$ cat src/rtl/cpu_pkg.sv
// cpu_pkg: shared types and constants for the fetch stage and its jump LUT.
//   fetch_state_t : fetch FSM states (IDLE, RUN, DONE)
//   HALT_OP       : instruction word that stops the run
//   LUT_DEPTH     : number of jump-target entries
//   LUT_PTR_W     : width of the LUT index / relative offset
package cpu_pkg;
    typedef enum logic [1:0] {IDLE, RUN, DONE} fetch_state_t;
    localparam logic [8:0] HALT_OP = 9'h1FF;
    localparam int LUT_DEPTH = 16;
    localparam int LUT_PTR_W = 4;
endpackage

$ cat src/rtl/jump_lut.sv
// jump_lut: 16-entry jump-target register file, sync write, async read.
//   clk, reset          : clock, asynchronous active-high reset (clears all entries)
//   wr_en/addr/data     : write port, takes effect on the rising edge
//   rd_addr -> rd_data  : combinational read port
module jump_lut
    import cpu_pkg::*;
#(
    parameter int W = 10
) (
    input  logic                 clk,
    input  logic                 reset,
    input  logic                 wr_en,
    input  logic [LUT_PTR_W-1:0] wr_addr,
    input  logic [W-1:0]         wr_data,
    input  logic [LUT_PTR_W-1:0] rd_addr,
    output logic [W-1:0]         rd_data
);
    logic [W-1:0] mem [LUT_DEPTH];

    always_ff @(posedge clk or posedge reset) begin
        if (reset) begin
            for (int i = 0; i < LUT_DEPTH; i++) mem[i] <= '0;
        end else if (wr_en) begin
            mem[wr_addr] <= wr_data;
        end
    end

    assign rd_data = mem[rd_addr];
endmodule

$ cat src/rtl/fetch_unit.sv
// fetch_unit: PC register, next-PC selection, run FSM and cycle counter.
//   clk, reset            : clock, asynchronous active-high reset
//   start                 : run request, honoured in IDLE or DONE
//   done, running         : FSM status; running gates architectural writes
//   instr_addr            : registered PC driving the instruction ROM
//   instr_in              : ROM word at instr_addr
//   pc_jmp_en/abs, lut_ptr: jump request from the decoder
//   lut_wr_en/addr/data   : jump-target table write port (ignored in RUN)
//   cycle_cnt             : saturating count of RUN cycles since last start
module fetch_unit
    import cpu_pkg::*;
#(
    parameter int              PC_W       = 10,
    parameter logic [PC_W-1:0] START_ADDR = '0
) (
    input  logic                 clk,
    input  logic                 reset,
    input  logic                 start,
    output logic                 done,
    output logic                 running,
    output logic [PC_W-1:0]      instr_addr,
    input  logic [8:0]           instr_in,
    input  logic                 pc_jmp_en,
    input  logic                 pc_jmp_abs,
    input  logic [LUT_PTR_W-1:0] lut_ptr,
    input  logic                 lut_wr_en,
    input  logic [LUT_PTR_W-1:0] lut_wr_addr,
    input  logic [PC_W-1:0]      lut_wr_data,
    output logic [15:0]          cycle_cnt
);
    fetch_state_t    state;
    logic [PC_W-1:0] lut_target;
    logic [PC_W-1:0] rel_off;
    logic [PC_W-1:0] next_pc;

    jump_lut #(.W(PC_W)) u_lut (
        .clk     (clk),
        .reset   (reset),
        .wr_en   (lut_wr_en && state != RUN),
        .wr_addr (lut_wr_addr),
        .wr_data (lut_wr_data),
        .rd_addr (lut_ptr),
        .rd_data (lut_target)
    );

    // lut_ptr doubles as a signed -8..+7 offset for relative jumps
    assign rel_off = {{(PC_W-LUT_PTR_W){lut_ptr[LUT_PTR_W-1]}}, lut_ptr};
    assign next_pc = !pc_jmp_en ? instr_addr + PC_W'(1) :
                     pc_jmp_abs ? lut_target : instr_addr + rel_off;

    always_ff @(posedge clk or posedge reset) begin
        if (reset) begin
            state      <= IDLE;
            instr_addr <= START_ADDR;
            cycle_cnt  <= '0;
            done       <= 1'b0;
            running    <= 1'b0;
        end else if (state != RUN) begin
            if (start) begin
                state      <= RUN;
                instr_addr <= START_ADDR;
                cycle_cnt  <= '0;
                done       <= 1'b0;
                running    <= 1'b1;
            end
        end else begin
            cycle_cnt <= (cycle_cnt == 16'hFFFF) ? cycle_cnt : cycle_cnt + 16'd1;
            // halt wins over any jump: PC freezes on the halt word
            if (instr_in == HALT_OP) begin
                state   <= DONE;
                done    <= 1'b1;
                running <= 1'b0;
            end else begin
                instr_addr <= next_pc;
            end
        end
    end
endmodule

$ cat config.mk
export PLATFORM = sky130hd
export DESIGN_NAME = fetch_unit
export DESIGN_NICKNAME = d
export VERILOG_FILES = /design/src/rtl/cpu_pkg.sv /design/src/rtl/jump_lut.sv /design/src/rtl/fetch_unit.sv
export SDC_FILE = /design/constraint.sdc
export NUM_CORES = 1
export LEC_CHECK = 0
export CORE_UTILIZATION = 59
export CTS_CLUSTER_DIAMETER = 150
export CTS_CLUSTER_SIZE = 24
export DETAILED_ROUTE_END_ITERATION = 16
export GPL_TIMING_DRIVEN = 0
export PLACE_DENSITY = 0.83
export SYNTH_ARGS = -nofsm -noshare
export SYNTH_HDL_FRONTEND = slang
export SYNTH_SLANG_ARGS = --single-unit
$ cat constraint.sdc
create_clock -name clk -period 7.3 [get_ports clk]
set_input_delay 1.46 -clock clk [delete_from_list [all_inputs] [get_ports clk]]
set_output_delay 1.46 -clock clk [all_outputs]
set_load 0.02 [all_outputs]
; Yosys cells after proc, flatten, opt, wreduce, memory -nomap -nowiden
; Index checks and enable logic that the tools add are counted.
; W data, S select, Z words.
[totals]
register_bits = 190
in_bits = 33
[op_classes]
n_addsub = 3
order_cmp = 3
eq_ne = 6
muxes = 23
bitwise = 2
reduce_logical = 6
[op_table]
columns = cell, n
row1 = $bwmux W160, 1
row2 = $mux W10, 8
row3 = $mux W16, 3
row4 = $bmux W10 S4, 1
row5 = $demux W10 S4, 1
row6 = $add A16 B1 Y16 const B, 1
row7 = $eq A16 B16 Y1 const B, 1
row8 = $add A10 B1 Y10 const B, 1
row9 = $add A10 B10 Y10, 1
row10 = $ge A5 B5 Y1 const B, 2
row11 = $not A4 Y5, 2
row12 = $eq A9 B9 Y1 const B, 1
row13 = $mux W1, 6
row14 = $mux W2, 3
row15 = $ne A2 B2 Y1 const B, 3
row16 = $reduce_and A2 Y1, 3
row17 = $lt A5 B1 Y1 const B, 1
row18 = $logic_and A1 B1 Y1, 2
row19 = $ne A2 B1 Y1 const B, 1
row20 = $reduce_bool A2 Y1, 1

; Logic depth before layout (Yosys ltp)
[depth]
depth_word = 8
ltp_mapped = 8
ltp_nobuf = 8

; Hierarchy
; Synthesis repeated with hierarchy kept, for this count alone.
[unflattened]
hier_cells = 692
area_unflattened_um2 = 9457.8
[modules_own_cells]
columns = module, n_inst, cells_per_inst, area_per_inst_um2, seq_area_each_um2
row1 = jump_lut, 1, 452, 7407.1, 4003.8
row2 = fetch_unit, 1, 240, 2050.7, 700.7

; Worst setup path before layout
; OpenSTA, ideal clock, no wires.
[synth_timing]
path_type = input to register
from = input lut_ptr[0]
to = register instr_addr[8]
setup_ps = 122
arrival_ps = 3297
setup_slack_ps = 3881
stages = 8
path_cell_list = ha_1 -> fa_1 -> a21o_1 -> a221o_1 -> o41ai_1 -> xor2_1 -> nand2_1 -> a32o_1
[synth_between]
elab_chain_len = 8
word_cells_on_any_way = 9
[synth_rtl]
columns = item, line
row1 = "start, declared", fetch_unit.sv:25  ; input logic [LUT_PTR_W-1:0] lut_ptr,
row2 = $not A4 Y5 (implied by the code), jump_lut.sv:28  ; assign rd_data = mem[rd_addr];
row3 = $bmux W10 S4, jump_lut.sv:28
row4 = $mux W10 (implied by the code) (2 in series), jump_lut.sv:28
row5 = $mux W10 *, fetch_unit.sv:49  ; pc_jmp_abs ? lut_target : instr_addr + rel_off;
row6 = $mux W10 *, fetch_unit.sv:48  ; assign next_pc = !pc_jmp_en ? instr_addr + PC_W'(1) :
row7 = $mux W10 *, fetch_unit.sv:69  ; if (instr_in == HALT_OP) begin
row8 = $mux W10 *, fetch_unit.sv:58  ; end else if (state != RUN) begin
row9 = "end signal, assigned", fetch_unit.sv:74  ; instr_addr <= next_pc;
row10 = "end, declared", fetch_unit.sv:21  ; output logic [PC_W-1:0] instr_addr,
; Every way passes the cells marked *; elsewhere a longest branch is shown, timed or not. The select of a mux whose other input is x is not followed.
; A chain may end at the register's enable or synchronous reset.

; Worst setup path after layout
; Ends and elaborated chain as after synthesis.

==> summary.txt <==
Placed design
  • PortBufs: 57
  • Placed cells: 944
  • Placed instance area: 0.0102 mm2
  • RD Place Congestion: between 0.8 and 0.9
  • Dpl hpwl: 15100 um

Power and ir drop
  • Switching power: 0.740 mW
  • Clock share of power: 0.359
  • Sw frac: 0.281
  • Static Leak: ~5 nW
  • Internal power: roughly 1.9 mW
  • VDD IR max: between 200 and 300 uV
  • Sequential power share: 0.449
  • Power share of the combinational group: 0.192
  • Power, Total: 2.64 mW
  • Pwr dens: 245 mW/mm2

Route
  • TritonRoute pass-1 iters: 8
  • DRT antenna net count: 0
  • Wirelength per Cell: 23.3 um
  • Routed vias: slightly above 6k
  • Routed WL: 22800 um
  • Starting DRC count in detailed routing: 483
  • DRC viols: 0
  • Via density: 6.39

Synth
  • Synth Warn #: 0
  • Most used flip-flop cell after synthesis: dfrtp_1
  • Syn_area_per_cell: ~14 um2
  • Post-Synthesis Cell Area: 0.00930 mm2
  • Seq cells post-synth: about 190
  • Distinct cells, synth: 57
  • Yosys top cell area share: 0.506
  • Synth area leaders: dfrtp_1, mux2_2, mux4_2, mux4_1, mux2i_1
  • Cells after Synth: 675
  • Post-synth ARST share: 1.00
  • EDFF count, synth: 0
  • Synth area leader: dfrtp_1
  • Syn nets: 720
  • Sequential element share of the synthesized area: 0.506

Floorplan
  • Die area: 0.0163 mm2
  • I/O pin count: 61
  • FP Rows: 45
  • Initial Util: 0.607
  • Chip Height: 128 um
  • Die Wd: 128 um
  • CORE AREA: 0.0153 mm2

Timing
  • Normalized max-slew margin: 0.119
  • Actual slew at the worst max-slew pin: 1310 ps
  • Fmax: 266 MHz
  • Slew Limit Fails: 0
  • Min Clock Period, post-route: 3760 ps
  • Unrepaired setup endpoints after global routing: no
  • Clock skew: 6.66 ps
  • Hold Vio Cnt, Final: 0
  • Final setup fails: 0
  • Period utilization: 0.515

Final layout
  • Fillers: 1039
  • Commonest non-fill, non-tap cell in the layout: dfrtp_1
  • Area grow syn2layout: 15.8%
  • Most frequent cells in the layout: dfrtp_1, mux2_2, clkdlybuf4s50_1, nand2_1, mux4_2
  • Area of the multi-input gates: around 0.0044 mm2
  • Fin area: 0.0108 mm2
  • Layout cells sized above 1: 0.332
  • Net count, final: about 800
  • # diodes: 0
  • Post-route insts no fill: 976
  • FF+latch area: 0.00470 mm2
  • Post-Route Utilization: 0.703

Global route
  • Largest net degree at the start of global routing: 147
  • Grt total ovfl: 0
  • Vias in the first global route: 6606
  • First-pass GRT wire length: 36600 um
  • Initial antenna violation count: 0
  • Gr usage total: 0.305

Clock tree
  • Num Clock Sinks: 188
  • Bufs on Longest Clock Path: 2
  • CTS tree: done
  • Post-CTS Setup Repair Bufs: 0
  • Clk pin slew, worst setup/hold paths: 60 ps
  • H-tree depth: 4
  • Root buf cell: clkbuf_16
  • CTS Hold Buffers Added: 0
  • Worst-skew pair later-pin latency: between 400 and 500 ps
  • # resized after CTS: 0
  • Number of CTS-inserted buffers: 17

Setup path
  • R2R depth: 8
  • WP data arrival: 4070 ps
  • Critical Path RT: between 7000 and 8000 ps
  • Max FO, Critical Path: 3
  • Startpoint type of the worst setup path: primary input
  • R2r setup slk: 4580 ps
  • Crit Path Category: primary input to register
  • Crit path capture type: register

Status
  • Status: finished, final reports clean

Min path
  • Hold path depth: 1
  • Tightest Hold Check Type: register to register

Flow run
  • Max-Cap Viols: 0
## cell type report
class                      count  share of cell area
multi-input combinational    447               0.409
tap                          211              0.0245
clock buffer                  21              0.0427
timing repair buffer          58              0.0555
sequential                   188               0.437
inverter                       7             0.00314
buffer                        33              0.0152
clock inverter                11              0.0130
## flip-flops by register name, indices dropped and copies added (netlist names)
signal,cells
cycle_cnt,16
instr_addr,10
state,2
u_lut.mem,160
## power groups by stage
stage | combinational (mW) | clock [mW] | sequential [mW]
5_1_grt | 0.553 | 0.997 | 1.20
4_1_cts | 0.505 | 0.954 | 1.18
3_5_place_dp | 0.499 | 0 | 1.20
3_3_place_gp | 0.478 | 0 | 1.20
2_1_floorplan | 0.260 | 0 | 1.24
6_report | 0.506 | 0.947 | 1.19
## worst paths after layout
kind	start	to
setup / recovery	lut_ptr[0]	instr_addr[8]$_DFFE_PP0P_
hold / removal	u_lut.mem[49]$_DFFE_PP0P_	u_lut.mem[49]$_DFFE_PP0P_
setup reg to reg	instr_addr[0]$_DFFE_PP0P_	instr_addr[8]$_DFFE_PP0P_
hold reg to reg	u_lut.mem[49]$_DFFE_PP0P_	u_lut.mem[49]$_DFFE_PP0P_
max in group asynchronous	reset	u_lut.mem[83]$_DFFE_PP0P_
min in group asynchronous	reset	cycle_cnt[9]$_DFFE_PP0P_
## logic make-up after synthesis
logic type	count (synthesis)	synth area share
multiplexers	224	0.323
flip-flops	188	0.506
adder cells (fa/ha/maj)	12	0.0169
XOR/XNOR	14	0.0132
buffers and inverters	40	0.0204
AO/OA/AOI/OAI	71	0.0488
AND/OR/NAND/NOR	126	0.0717
## routing by layer
metal	global-route usage	part of all wire	vias up
li1	-	-	2695
met1	0.394	0.41	3190
met2	0.487	0.47	275
met3	0.0758	0.077	72
met4	0.148	0.044	0
met5	0	0	-
## critical path, cell delays in order
cell             delay, ps
clkdlybuf4s50_1        470
ha_1                   280
fa_1                   430
a21o_1                 210
a221o_1                320
o41ai_1                330
xor2_1                 230
nand2_1                 70
a32o_1                 260
## cell usage after synthesis (7+ instances only)
cell type / n
and3_1: 8
nor2_1: 18
buf_2: 9
a21oi_1: 8
dfrtp_1: 188
mux2i_1: 18
nand2_1: 36
inv_1: 7
nand3_1: 12
mux4_2: 29
xnor2_1: 9
nor3_1: 11
o21ai_0: 27
clkbuf_1: 18
nor2_2: 9
mux2_2: 165
mux4_1: 12
ha_1: 11
## through the flow
stage	hold slack [ps]	TNS (ps)	setup WS [ps]
2_1_floorplan	471	0	726
3_3_place_gp	479	-218140	-1180
3_5_place_dp	487	0	3170
4_1_cts	502	0	3580
5_1_grt	521	0	3420
6_report	501	0	3540
(Power assumes the default switching activity.)
